[config.mk]
export PLATFORM = sky130hd
export DESIGN_NAME = hazard_ctrl
export DESIGN_NICKNAME = d
export VERILOG_FILES = /design/src/rtl/hazard_ctrl.sv
export SDC_FILE = /design/constraint.sdc
export NUM_CORES = 1
export LEC_CHECK = 0
export BUFFER_PORTS_ARGS = -buffer_cell sky130_fd_sc_hd__buf_2
export CAP_MARGIN = 20
export CORE_MARGIN = 2
export CORE_UTILIZATION = 30
export DETAILED_ROUTE_END_ITERATION = 12
export GPL_TIMING_DRIVEN = 0
export PLACE_DENSITY_LB_ADDON = 0.3
export SLEW_MARGIN = 25
export SYNTH_ARGS = -nofsm -noshare
export SYNTH_HDL_FRONTEND = slang
export SYNTH_SLANG_ARGS = --single-unit
[constraint.sdc]
create_clock -name clk -period 3.2 [get_ports clk]
set_input_delay 0.48 -clock clk [delete_from_list [all_inputs] [get_ports clk]]
set_output_delay 0.48 -clock clk [all_outputs]
set_load 0.01 [all_outputs]
[src/rtl/hazard_ctrl.sv]
// -----------------------------------------------------------------------------
// hazard_ctrl
//
// Hazard controller for the in-order 5-stage RISC-V pipeline. It drives the
// stall and synchronous-clear inputs of the D/E/M/W pipeline registers and
// the operand-forwarding selects of the execute stage. It sequences load-use
// bubbles, branch/jump squashes, multi-cycle execute operations (mul/div,
// with a timeout abort) and data-memory wait states.
//
// Parameters
//   MC_TIMEOUT : max cycles a multi-cycle op may occupy E (>= 2)
//
// Ports
//   clk, rst_n                  : clock, asynchronous active-low reset
//   ad1d, ad2d                  : decode-stage source registers
//   ad1e, ad2e, rde             : execute-stage sources / destination
//   regWrte, resltSrce          : execute-stage writeback controls (01 = load)
//   pcSrce                      : branch taken / jump resolved in E
//   mcStarte, mcDone            : multi-cycle op in E / result valid
//   rdm, regWrtm, memReqm       : memory-stage destination, write, request
//   dmemRdy                     : data memory ready
//   rdw, regWrtw                : writeback-stage destination and write
//   stallF/D/E/M                : hold PC and D/E/M pipeline registers
//   flushD/E/M/W                : synchronous clear of D/E/M/W registers
//   fwdAe, fwdBe                : forward select (00 RF, 01 W, 10 M)
//   mcErr                       : sticky multi-cycle timeout flag
//   stallCnt                    : stall-cycle counter
//
// Optional feature
//   HAZARD_PERF_CNT_EN : when defined, stallCnt counts cycles with stallF=1;
//                        otherwise stallCnt is tied to 0 and no flops exist.
// -----------------------------------------------------------------------------
module hazard_ctrl #(
    parameter int MC_TIMEOUT = 64
) (
    input  logic        clk,
    input  logic        rst_n,
    input  logic [4:0]  ad1d,
    input  logic [4:0]  ad2d,
    input  logic [4:0]  ad1e,
    input  logic [4:0]  ad2e,
    input  logic [4:0]  rde,
    input  logic        regWrte,
    input  logic [1:0]  resltSrce,
    input  logic        pcSrce,
    input  logic        mcStarte,
    input  logic        mcDone,
    input  logic [4:0]  rdm,
    input  logic        regWrtm,
    input  logic        memReqm,
    input  logic        dmemRdy,
    input  logic [4:0]  rdw,
    input  logic        regWrtw,
    output logic        stallF,
    output logic        stallD,
    output logic        stallE,
    output logic        stallM,
    output logic        flushD,
    output logic        flushE,
    output logic        flushM,
    output logic        flushW,
    output logic [1:0]  fwdAe,
    output logic [1:0]  fwdBe,
    output logic        mcErr,
    output logic [31:0] stallCnt
);

    localparam int CW = $clog2(MC_TIMEOUT);

    typedef enum logic [1:0] {
        RUN    = 2'd0,
        MCWAIT = 2'd1,
        ABORT  = 2'd2
    } state_e;

    state_e          state_q, state_d;
    logic [CW-1:0]   cnt_q, cnt_d;
    logic            mc_err_q, mc_err_d;
    logic            load_use;
    logic            mem_wait;

    // Memory stage has priority over writeback: it holds the younger result.
    function automatic logic [1:0] fwd_sel(input logic [4:0] src,
                                           input logic [4:0] rd_m, input logic wr_m,
                                           input logic [4:0] rd_w, input logic wr_w);
        if (wr_m && rd_m != 5'd0 && rd_m == src)      return 2'b10;
        else if (wr_w && rd_w != 5'd0 && rd_w == src) return 2'b01;
        else                                          return 2'b00;
    endfunction

    assign fwdAe = fwd_sel(ad1e, rdm, regWrtm, rdw, regWrtw);
    assign fwdBe = fwd_sel(ad2e, rdm, regWrtm, rdw, regWrtw);

    // regWrte is implied by a load; only the result source marks the hazard.
    assign load_use = (resltSrce == 2'b01) && (rde != 5'd0) &&
                      ((rde == ad1d) || (rde == ad2d));
    assign mem_wait = memReqm && !dmemRdy;

    always_comb begin
        // NOTE: every output and next-state gets a default first so that no
        // path through the branches below can leave a latch behind.
        stallF   = 1'b0;
        stallD   = 1'b0;
        stallE   = 1'b0;
        stallM   = 1'b0;
        flushD   = 1'b0;
        flushE   = 1'b0;
        flushM   = 1'b0;
        flushW   = 1'b0;
        state_d  = state_q;
        cnt_d    = cnt_q;
        mc_err_d = mc_err_q;

        if (!rst_n) begin
            // Load bubbles into every pipeline register while in reset.
            flushD = 1'b1;
            flushE = 1'b1;
            flushM = 1'b1;
            flushW = 1'b1;
        end else if (mem_wait) begin
            // Freeze the whole pipe; state and timeout counter hold.
            stallF = 1'b1;
            stallD = 1'b1;
            stallE = 1'b1;
            stallM = 1'b1;
            flushW = 1'b1;
        end else begin
            unique case (state_q)
                RUN: begin
                    if (pcSrce) begin
                        flushD = 1'b1;
                        flushE = 1'b1;
                    end else if (load_use) begin
                        stallF = 1'b1;
                        stallD = 1'b1;
                        flushE = 1'b1;
                    end else if (mcStarte && !mcDone) begin
                        stallF  = 1'b1;
                        stallD  = 1'b1;
                        stallE  = 1'b1;
                        flushM  = 1'b1;
                        cnt_d   = '0;
                        state_d = MCWAIT;
                    end
                end
                MCWAIT: begin
                    if (mcDone) begin
                        state_d = RUN;
                    end else if (cnt_q == CW'(MC_TIMEOUT - 1)) begin
                        // Release E so ABORT can clear the hung op next cycle.
                        stallF   = 1'b1;
                        stallD   = 1'b1;
                        flushM   = 1'b1;
                        mc_err_d = 1'b1;
                        state_d  = ABORT;
                    end else begin
                        stallF = 1'b1;
                        stallD = 1'b1;
                        stallE = 1'b1;
                        flushM = 1'b1;
                        cnt_d  = cnt_q + CW'(1);
                    end
                end
                ABORT: begin
                    flushE  = 1'b1;
                    state_d = RUN;
                end
                default: state_d = RUN;
            endcase
        end
    end

    // NOTE: the asynchronous reset returns the FSM to RUN the moment rst_n
    // falls; state uses non-blocking assignments so all flops update together.
    always_ff @(posedge clk or negedge rst_n) begin
        if (!rst_n) begin
            state_q  <= RUN;
            cnt_q    <= '0;
            mc_err_q <= 1'b0;
        end else begin
            state_q  <= state_d;
            cnt_q    <= cnt_d;
            mc_err_q <= mc_err_d;
        end
    end

    assign mcErr = mc_err_q;

`ifdef HAZARD_PERF_CNT_EN
    logic [31:0] stall_cnt_q;

    always_ff @(posedge clk or negedge rst_n) begin
        if (!rst_n)      stall_cnt_q <= '0;
        else if (stallF) stall_cnt_q <= stall_cnt_q + 32'd1;
    end

    assign stallCnt = stall_cnt_q;
`else
    assign stallCnt = 32'd0;
`endif

endmodule
# Word-level counts from Yosys, hierarchy flattened
# Cells that the tools add are included.
[word_totals] mem_bits_ro=0 wordCells=88 regBits=9 mem_count=0 ram_bits=0 latch_bits=0 out_inout_bits=45
[op_classes] addsub=1 div=0 magnitude_cmp=0 n_reduce_logical=21 n_mul=0 muxes=45 eq_ne=16 bitwise_logic=2 shift=0
[op_table] cell="$eq 5x5->1" count=6
[op_table] cell="$mux 6" count=5
[op_table] cell="$mux 1" count=27
[op_table] cell="$reduce_bool 5->1" count=3
[op_table] cell="$mux 2" count=7
[op_table] cell="$pmux 6 s2" count=1
[op_table] cell="$logic_and 1x1->1" count=10
[op_table] cell="$ne 2x2->1 const B" count=5
[op_table] cell="$pmux 1 s2" count=4
[op_table] cell="$reduce_and 8->1" count=1
[op_table] cell="$add 6x1->6 const B" count=1
[op_table] cell="$eq 6x6->1 const B" count=1
[op_table] cell="$reduce_and 6->1" count=1
[op_table] cell="$reduce_and 5->1" count=1
[op_table] cell="$eq 2x1->1 const B" count=2
[op_table] cell="$pmux 2 s2" count=1
[op_table] cell="$ne 3x3->1 const B" count=1
[op_table] cell="$eq 2x2->1 const B" count=1
[op_table] cell="$logic_not 1->1" count=2
[op_table] cell="$logic_not 2->1" count=1
[op_table] cell="$not 1->1" count=2
[op_table] cell="$reduce_bool 2->1" count=1
[op_table] cell="$logic_or 1x1->1" count=1

# Logic depth before layout (Yosys ltp)
# Gate-level depths: netlist of the first run.
[logic_depth] ltp_word=8 ltp_mapped=6 ltp_nobuf=6

# Least setup slack after synthesis of the first run
# Ideal clock, no wire load.
[synth_path] path_type="input port to output port" startpoint="input port rdm[1]" endpoint="output port fwdAe[0]" setup_slack_ns=0.947 required_time_ns=2.720 arrival_ns=1.773 stages=4 path_buffers=0 path_cell_list="or4_1 > o21ai_0 > nor4_1 > nor4_1"
[synth_via] elab_chain_len=4
[synth_lines] item="from (decl)" line_no="48" text="input logic [4:0] rdm,"
[synth_lines] item="$reduce_bool 5->1" line_no="86" text="if (wr_m && rd_m != 5'd0 && rd_m == src) return 2'b10;"
[synth_lines] item="$logic_and 1x1->1" line_no="86"
[synth_lines] item="$logic_and 1x1->1 *" line_no="86"
[synth_lines] item="$mux 2 *" line_no="86"
[synth_lines] item="to (decl)" line_no="62" text="output logic [1:0] fwdAe,"
# Mark *: on every way between the ends. The rest lies on a longest branch, timed or not.

# Worst setup path in the final report of the first run
[layout_path] startpoint="input port rde[1]" endpoint="output port stallF"
[layout_via] elab_chain_len=8
[layout_lines] item="from (decl)" line_no="42" text="input logic [4:0] rde,"
[layout_lines] item="$eq 5x5->1 / $reduce_bool 5->1 (equally long branches)" line_no="96, 95"
[layout_lines] item="$logic_or 1x1->1 / $logic_and 1x1->1 (equally long branches)" line_no="96, 95"
[layout_lines] item="$logic_and 1x1->1 *" line_no="95" text="assign load_use = (resltSrce == 2'b01) && (rde != 5'd0) &&"
[layout_lines] item="$mux 1 *" line_no="133" text="end else if (load_use) begin"
[layout_lines] item="$mux 1 *" line_no="130" text="if (pcSrce) begin"
[layout_lines] item="$pmux 1 s2 *" line_no="128" text="unique case (state_q)"
[layout_lines] item="$mux 1 *" line_no="120" text="end else if (mem_wait) begin"
[layout_lines] item="$mux 1 *" line_no="114" text="if (!rst_n) begin"
[layout_lines] item="to (decl)" line_no="54" text="output logic stallF,"
# Marks and branches as above.

==> results of run 1 <==
==> synth_stat cells (2+ instances only) <==
library cell  number
nor2_1             6
a211oi_1           2
buf_4             34
a21oi_1            7
and3_4             2
nand2b_1           2
nand3_1            8
o21ai_0            4
mux2i_1            2
nand2_1           11
nor4_1             4
o22ai_1            3
nor3_1             2
inv_1              3
nor2b_1            4
dfrtp_1            9
a31o_2             3
xnor2_1           16
xor2_1            14
a31oi_1            2
or4_1              5
==> state kept, by name, summed over array words and instances, names as in the netlist <==
signal   flops
state_q      2
cnt_q        6
mcErr        1
==> per-stage QoR <==
stage,util (%),setup WS (ns),power [mW]
2_1_floorplan,-,0.947,0.291
3_3_place_gp,43.0,0.737,0.356
3_5_place_dp,43.0,0.748,0.360
4_1_cts,44.2,0.742,0.494
5_1_grt,44.2,0.572,0.532
6_report,44.2,0.727,0.489
==> layout make-up <==
| class | instances | area (sq um) |
|---|---|---|
| Sequential cell | 9 | 225 |
| Inverter | 3 | 11.3 |
| Fill cell | 421 | 2270 |
| Multi-Input combinational cell | 143 | 898 |
| Tap cell | 50 | 62.6 |
| Clock buffer | 4 | 45.0 |
| Timing Repair Buffer | 58 | 290 |
| Buffer | 35 | 259 |
==> where the power goes <==
group	switching (mW)	leakage (nW)	internal, mW
Clock	0.0426	0.0228	0.0866
Sequential	0.0223	0.121	0.131
Combinational	0.101	0.786	0.105
==> critical path, stage by stage <==
cell and delay (ns):
buf_2 0.12, or4_1 0.12, nor2_1 0.04, nor3b_1 0.50
nand2_1 0.24, a31oi_1 0.25, buf_4 0.13, buf_2 0.11
==> metal layers <==
metal	vias to the layer above	share of wire, %	GRT usage (%)
met5	-	0	0
met4	0	0	1.31
met3	0	6.7	2.76
met2	46	50	20.7
met1	560	43	15.2
li1	682	-	-
==> kinds of logic (layout without fill, tap and decap cells) <==
| group | count (synthesis) | in the layout |
|---|---|---|
| other | 1 | 32 |
| buffers and inverters | 38 | 100 |
| AND/OR/NAND/NOR | 49 | 49 |
| XOR/XNOR | 30 | 30 |
| flip-flops | 9 | 9 |
| multiplexers | 2 | 2 |
| AO/OA/AOI/OAI | 29 | 29 |
| adder cells (fa/ha/maj) | 1 | 1 |
==> worst max-delay path by stage <==
stage / slack (ns) / cells after the start / endpoint / startpoint
6_report: 0.73 / 8 / stallF / rde[1]
5_1_grt: 0.57 / 8 / stallF / rde[1]
4_1_cts: 0.74 / 8 / stallF / rde[3]
3_5_place_dp: 0.75 / 8 / stallF / rde[3]
3_3_place_gp: 0.74 / 8 / stallF / rde[2]
2_1_floorplan: 0.95 / 4 / fwdAe[0] / rdm[1]
==> flow_metrics.py, run 1 <==
metrics = {
    "timing": {
        "finalMaxSlewViolations": 0,
        "setup_violations": 0,
        "max_freq_mhz": 404,
        "tns_ns": 0,
        "worstMarginPinSlew_ns": 0.596,
        "final.min_clock_period_ns": 2.47,
        "relSlewSlack_pct": 60.2,
        "fin_skew_ns": 0.00443,
        "fin_hold_ws_ns": 0.0992,
        "final_hold_viol_count": 0,
        "period_share_pct": 77.3,
        "rsz0062_at_grt": "false",
    },
    "yosys": {
        "ys.flop_type": "dfrtp_1",
        "yosys.area.top_type": "buf_4",
        "syn_area_per_cell_sq_um": 8.03,
        "ys_ff_latch": 9,
        "synthTopCellsByArea": "buf_4 (20%), dfrtp_1 (18%), xnor2_1 (11%)",
        "synth_compound_area_share_pct": 16.4,
        "synth-xor-area-share_pct": 20.6,
        "synthMuxAreaShare_pct": 1.57,
        "synth_edf_count": 0,
        "async_flop_share_pct": 100,
        "synthDistinctLibCells": 37,
        "synth_top_family_by_area": "simple AND/OR/NAND/NOR gates",
        "yosys.area_share.adder_pct": 0.979,
        "syn-instance-count": 159,
        "synth_top_area_share_pct": 20.0,
        "synth-simple-area-share_pct": 21.4,
        "synth_warnings": 0,
        "ys_seq_area_share_pct": 17.6,
        "synthesis.area_sq_um": 1280,
    },
    "flow_run": {
        "cap_violations": 0,
    },
    "placement": {
        "io_buffers": 58,
        "place_congestion": 0.783,
        "postPlaceCellArea_sq_um": 1750,
        "hpwlAfterDp_um": 2560,
        "placedCellCount": 298,
    },
    "floorplan": {
        "core_area_sq_um": 4060,
        "dieWidth_um": 69.3,
        "dieArea_sq_um": 4800,
        "ios": 92,
        "initial_core_util_pct": 31.5,
        "rows": 23,
        "die_h_um": 69.3,
    },
    "detailed_routing": {
        "vias": 1288,
        "vias_per_cell": 4.26,
        "wl_per_cell_um": 9.70,
        "ant_nets": 0,
        "route.detailed.drc": 0,
        "drt_iter0_drc": 88,
        "drt-total-wl_um": 2930,
        "drtPass1Iterations": 4,
    },
    "finish": {
        "final_cell_area_sq_um": 1790,
        "layout_common_cells": "buf_2 (58), buf_4 (34), conb_1 (32)",
        "final_common_cell": "buf_2",
        "drive_above_1_share_pct": 40.9,
        "finalNonFillerCells": 302,
        "diodes": 0,
        "area_delta_synth_final_pct": 40.3,
        "layout.nets": 301,
    },
    "status": {
        "status": "finished, final reports clean",
    },
    "setup_path": {
        "r2r_cells": 6,
        "required_ns": 2.72,
        "worst_r2r_endpoint": "cnt_q[3]",
        "reg2reg_slack_ns": 1.24,
        "r2r_start": "cnt_q[0]",
        "worstPathMaxFanout": 4,
        "start_kind": "primary input",
        "cp.arrival_ns": 1.99,
        "end_kind": "output port",
        "critPathKind": "primary input to output port",
    },
    "grt": {
        "grt_pass1_vias": 1160,
        "grt_max_degree": 11,
        "grt_pass1_wl_um": 4830,
        "track_usage_pct": 11.8,
        "overflow": 0,
        "antenna_found_initial": 0,
    },
    "clock_tree": {
        "cts.clk_slew.worst_paths_ns": 0.05,
        "cts_tree": "yes",
        "ctsLongestPathBuffers": 2,
        "numClockSinks": 9,
        "cts-htree-levels": 1,
        "cts_root_buf": "clkbuf_8",
        "cts-resized-gates": 0,
        "clock_latency_ns": 0.23,
        "ctsHoldBuffers": 0,
        "cts_buffers": 3,
        "cts_setup_buffers": 0,
    },
    "pwr": {
        "p_per_area_nw_per_um2": 273,
        "irDropWorstVdd_v": 0.0000989,
        "p_leak_nw": 0.929,
    },
    "min_path": {
        "min_path_type": "primary input to async pin",
    },
}
Note: power is estimated with default switching activity, not from simulation.
==> inputs of run 2 (changes only) <==
clock period = 2.33 ns   (was 3.2 ns; I/O delays follow)
==> run 2 against run 1 <==
Against the previous run: final cell count up 0.33%; die area stayed put; non-clock buffer count grew 1; largest power group unchanged; highest routed layer unchanged.
==> flow_metrics.py, run 2 (synthesis results as in run 1) <==
metrics = {
    "pwr": {
        "p_per_area_nw_per_um2": 373,
        "p_leak_nw": 0.936,
        "irDropWorstVdd_v": 0.000136,
    },
    "detailed_routing": {
        "vias_per_cell": 4.28,
        "met3_length_um": 203,
        "drt_iter0_drc": 64,
        "drt-total-wl_um": 2930,
        "top_layer_used": "met3",
        "route.detailed.drc": 0,
        "ant_nets": 0,
        "wl_met1_um": 1270,
        "drtPass1Iterations": 4,
        "vias": 1297,
        "wl_met2_um": 1460,
        "wl_per_cell_um": 9.68,
    },
    "setup_path": {
        "cp.depth": 7,
        "start_kind": "primary input",
        "cpMaxStageDelayCell": "dlygate4sd3_1",
        "crit_path_start": "rst_n",
        "required_ns": 1.98,
        "reg2reg_slack_ns": 0.37,
        "end_kind": "output port",
        "critPathTopFamily": "buffers and inverters",
        "max_stage_delay_ns": 0.52,
        "cp.arrival_ns": 1.83,
        "worstPathMaxFanout": 10,
        "path_buf_inv": 5,
        "r2r_cells": 6,
        "worst_r2r_endpoint": "cnt_q[3]",
        "critPathKind": "primary input to output port",
        "r2r_start": "cnt_q[0]",
        "crit_chain": "dlygate4sd3_1 > buf_2 > buf_4 > o21ai_0 > a31oi_1 > buf_4 > buf_2",
    },
    "finish": {
        "area_delta_synth_final_pct": 41.4,
        "diodes": 0,
        "final_common_cell": "buf_2",
        "drive_above_1_share_pct": 41.1,
        "final_util_pct": 44.5,
        "largest_reg_flops": 6,
        "regMostFlops": "cnt_q",
        "layout_common_cells": "buf_2 (58), buf_4 (34), conb_1 (32)",
        "layout.nets": 302,
    },
    "timing": {
        "final_hold_viol_count": 0,
        "period_share_pct": 93.6,
        "tns_ns": 0,
        "finalMaxSlewViolations": 0,
        "relSlewSlack_pct": 65.8,
        "setup_violations": 0,
        "fin_skew_ns": 0.00488,
        "final.min_clock_period_ns": 2.18,
        "max_freq_mhz": 459,
        "worstMarginPinSlew_ns": 0.510,
        "rsz0062_at_grt": "false",
    },
    "flow_run": {
        "cap_violations": 0,
    },
    "clock_tree": {
        "cts.clk_slew.worst_paths_ns": 0.05,
        "numClockSinks": 9,
        "cts_root_buf": "clkbuf_8",
        "cts-htree-levels": 1,
        "cts_tree": "yes",
        "ctsLongestPathBuffers": 2,
        "cts_buffers": 3,
        "clock_latency_ns": 0.23,
    },
    "placement": {
        "hpwlAfterDp_um": 2560,
        "io_buffers": 58,
        "place_congestion": 0.783,
    },
    "min_path": {
        "min_path_type": "flip-flop to flip-flop",
        "hold_start": "mcErr",
        "whs_path_depth": 1,
        "hold_path_end": "mcErr",
    },
    "floorplan": {
        "core_area_sq_um": 4060,
        "die_h_um": 69.3,
        "initial_core_util_pct": 31.5,
        "rows": 23,
        "dieWidth_um": 69.3,
        "dieArea_sq_um": 4800,
        "ios": 92,
    },
    "status": {
        "status": "finished, final reports clean",
    },
    "grt": {
        "grt_pass1_wl_um": 4860,
        "antenna_found_initial": 0,
        "grt_pass1_vias": 1172,
        "grt_max_degree": 11,
        "track_usage_pct": 11.9,
        "overflow": 0,
    },
}
run 2: power by group:
group | internal (mW) | leakage, nW | switching [mW] | total (mW)
logic | 0.146 | 0.792 | 0.139 | 0.285
registers | 0.180 | 0.121 | 0.0306 | 0.211
clock network | 0.119 | 0.0228 | 0.0590 | 0.178
run 2: how the worst max path moves through the flow:
stage / to / slack, ns
6_report: stallF / 0.15
5_1_grt: stallF / 0.01
4_1_cts: stallF / 0.13
3_5_place_dp: stallF / 0.14
3_3_place_gp: stallF / 0.13
2_1_floorplan: fwdAe[0] / 0.34
run 2: routing by layer:
layer  global-route usage [%]  vias to the layer above
li1                         -                      685
met3                     2.76                        0
met1                     15.2                      564
met5                        0                        -
met2                     20.9                       48
met4                     1.31                        0
run 2: what timing repair did:
item,4_1_cts,5_1_grt
hold buffers,1,0
setup endpoints to repair,0,1
hold endpoints to repair,9,0
resized for setup,0,1
buffers inserted,0,0
run 2: worst register-to-register path, delay by kind of cell, from the launching register on:
kind | cells | cell delay [ns]
adder cells (fa/ha/maj) | 1 | 0.25
AO/OA/AOI/OAI | 3 | 0.81
flip-flops | 1 | 0.42
AND/OR/NAND/NOR | 2 | 0.35
run 2: cell type report:
type / count / area [sq um]
sequential: 9 / 225
buffer: 35 / 259
fill: 420 / 2250
multi-input combinational: 143 / 903
inverter: 3 / 11.3
tap: 50 / 62.6
timing repair buffer: 59 / 300
clock buffer: 4 / 45.0
run 2: per-stage QoR:
| stage | hold WS, ns | area (sq um) | total power [mW] | setup WS (ns) | cells |
|---|---|---|---|---|---|
| floorplan | 0.0539 | 1390 | 0.399 | 0.338 | 190 |
| finish | 0.454 | 1810 | 0.673 | 0.150 | 303 |
| global route | 0.491 | 1810 | 0.733 | 0.0140 | 303 |
| CTS | 0.460 | 1800 | 0.680 | 0.126 | 303 |
| global placement | 0.216 | 1750 | 0.489 | 0.128 | 298 |
| detailed placement | 0.222 | 1750 | 0.494 | 0.139 | 298 |
==> inputs of run 3 (changes only) <==
--- a/config.mk
+++ b/config.mk
@@ -9,2 +9,3 @@
 export CAP_MARGIN = 20
+export CORE_ASPECT_RATIO = 2
 export CORE_MARGIN = 2
@@ -13,3 +14,3 @@
 export GPL_TIMING_DRIVEN = 0
-export PLACE_DENSITY_LB_ADDON = 0.3
+export PLACE_DENSITY_LB_ADDON = 0.25
 export SLEW_MARGIN = 25
==> constraint.sdc (replaced) <==
create_clock -name clk -period 2.33 [get_ports clk]
set_input_delay 0.1165 -clock clk [delete_from_list [all_inputs] [get_ports clk]]
set_output_delay 0.1165 -clock clk [all_outputs]
set_load 0.01 [all_outputs]
==> run 3 against run 2 <==
Against the previous run: wire length up 12%; first-iteration DRC count down 59%; maximum frequency up 10%; critical path depth down 1; core utilization down 0.39 points; sequential share of layout area about the same; register-to-register slack worse by 0.02 ns; via count up 3.2%; final cell count up 0.66%; clock power up 3%; highest routed layer is now met4.
==> flow_metrics.py, run 3 (synthesis results as in run 1) <==
metrics = {
    "setup_path": {
        "worst_r2r_endpoint": "cnt_q[5]",
        "reg2reg_slack_ns": 0.35,
        "r2r_cells": 6,
        "r2r_start": "cnt_q[0]",
        "worstPathMaxFanout": 5,
        "required_ns": 2.44,
        "cp.arrival_ns": 2.08,
        "start_kind": "flip-flop",
        "critPathKind": "flip-flop to flip-flop",
        "end_kind": "flip-flop",
    },
    "timing": {
        "finalMaxSlewViolations": 0,
        "tns_ns": 0,
        "worstMarginPinSlew_ns": 0.660,
        "final_hold_viol_count": 0,
        "max_freq_mhz": 506,
        "relSlewSlack_pct": 55.9,
        "setup_violations": 0,
        "fin_skew_ns": 0.000932,
        "final.min_clock_period_ns": 1.98,
        "period_share_pct": 84.8,
        "rsz0062_at_grt": "false",
    },
    "detailed_routing": {
        "vias_per_cell": 4.39,
        "route.detailed.drc": 0,
        "drt_iter0_drc": 26,
        "drtPass1Iterations": 5,
        "drt-total-wl_um": 3300,
        "vias": 1338,
        "wl_per_cell_um": 10.8,
        "ant_nets": 0,
    },
    "grt": {
        "grt_max_degree": 11,
        "track_usage_pct": 14.4,
        "antenna_found_initial": 0,
        "overflow": 0,
        "grt_pass1_wl_um": 5400,
        "grt_pass1_vias": 1279,
    },
    "clock_tree": {
        "numClockSinks": 9,
        "cts-htree-levels": 1,
        "cts_buffers": 3,
        "clock_latency_ns": 0.23,
        "ctsLongestPathBuffers": 2,
        "cts_root_buf": "clkbuf_8",
        "cts-resized-gates": 0,
        "cts_tree": "yes",
        "ctsHoldBuffers": 1,
        "cts_setup_buffers": 0,
        "cts.clk_slew.worst_paths_ns": 0.04,
    },
    "placement": {
        "place_congestion": 0.862,
        "placedCellCount": 300,
        "io_buffers": 58,
        "hpwlAfterDp_um": 2970,
    },
    "floorplan": {
        "core_area_sq_um": 4090,
        "initial_core_util_pct": 31.3,
        "rows": 33,
        "dieArea_sq_um": 4830,
        "ios": 92,
        "die_h_um": 96.3,
        "dieWidth_um": 50.1,
    },
    "finish": {
        "regMostFlops": "cnt_q",
        "largest_reg_flops": 6,
        "layout_common_cells": "buf_2 (58), buf_4 (34), conb_1 (32)",
        "final_util_pct": 44.1,
        "layout.nets": 302,
        "area_delta_synth_final_pct": 41.2,
        "drive_above_1_share_pct": 40.7,
        "finalNonFillerCells": 305,
        "diodes": 0,
        "final_common_cell": "buf_2",
    },
    "pwr": {
        "pwr-share-clk_pct": 26.9,
        "seq_power_share_pct": 31.4,
        "combPwrFrac_pct": 41.7,
        "irDropWorstVdd_v": 0.000164,
        "p_int_mw": 0.445,
        "p_per_area_nw_per_um2": 377,
        "p_sw_share_pct": 34.6,
        "switching_power_mw": 0.236,
        "finalPower_mw": 0.680,
        "p_leak_nw": 0.934,
    },
    "min_path": {
        "min_path_type": "primary input to async pin",
    },
    "flow_run": {
        "cap_violations": 0,
    },
    "status": {
        "status": "finished, final reports clean",
    },
}
==> run 3: routing by layer <==
metal	track usage [%]	part of all wire, %	vias to the layer above
li1	-	-	683
met1	11.6	30	581
met2	31.6	60	69
met3	2.48	8.4	5
met4	5.56	1.5	0
met5	0	0	-
==> run 3: worst max-delay path by stage <==
stage                    end     start  depth (start not counted)  slack [ns]
detailed placement  cnt_q[1]  cnt_q[0]                          6        0.37
global route        cnt_q[5]     rst_n                          7        0.24
CTS                 cnt_q[5]  cnt_q[0]                          6        0.35
global placement    cnt_q[1]  cnt_q[0]                          6        0.36
finish              cnt_q[5]  cnt_q[0]                          6        0.35
floorplan           cnt_q[5]  cnt_q[0]                          6        0.51
==> run 3: critical path, stage by stage, from the launching register on <==
cell,delay [ns]
dfrtp_1,0.42
ha_1,0.25
and3_4,0.17
and3_4,0.19
a2111o_1,0.47
a31oi_4,0.23
a31oi_1,0.12
==> run 3: area by class of cell <==
| cell class | instances | area [sq um] |
|---|---|---|
| Multi-Input combinational cell | 143 | 898 |
| Buffer | 35 | 259 |
| Inverter | 3 | 11.3 |
| Tap cell | 52 | 65.1 |
| Sequential cell | 9 | 225 |
| Timing Repair Buffer | 59 | 300 |
| Fill cell | 438 | 2280 |
| Clock buffer | 4 | 45.0 |
==> run 3: power by group through the flow <==
stage / Sequential, mW / Clock, mW / Combinational [mW]
after floorplan: 0.206 / 0 / 0.193
after CTS: 0.213 / 0.187 / 0.285
final: 0.213 / 0.183 / 0.284
after global routing: 0.217 / 0.189 / 0.321
after detailed placement: 0.216 / 0 / 0.283
after global placement: 0.214 / 0 / 0.282
==> run 3: stage by stage <==
| step | cell area [sq um] | setup WS, ns | hold slack [ns] |
|---|---|---|---|
| CTS | 1800 | 0.353 | 0.294 |
| finish | 1800 | 0.355 | 0.289 |
| detailed placement | 1750 | 0.366 | -0.0103 |
| global placement | 1750 | 0.359 | -0.0122 |
| floorplan | 1390 | 0.505 | -0.179 |
| global route | 1800 | 0.236 | 0.317 |
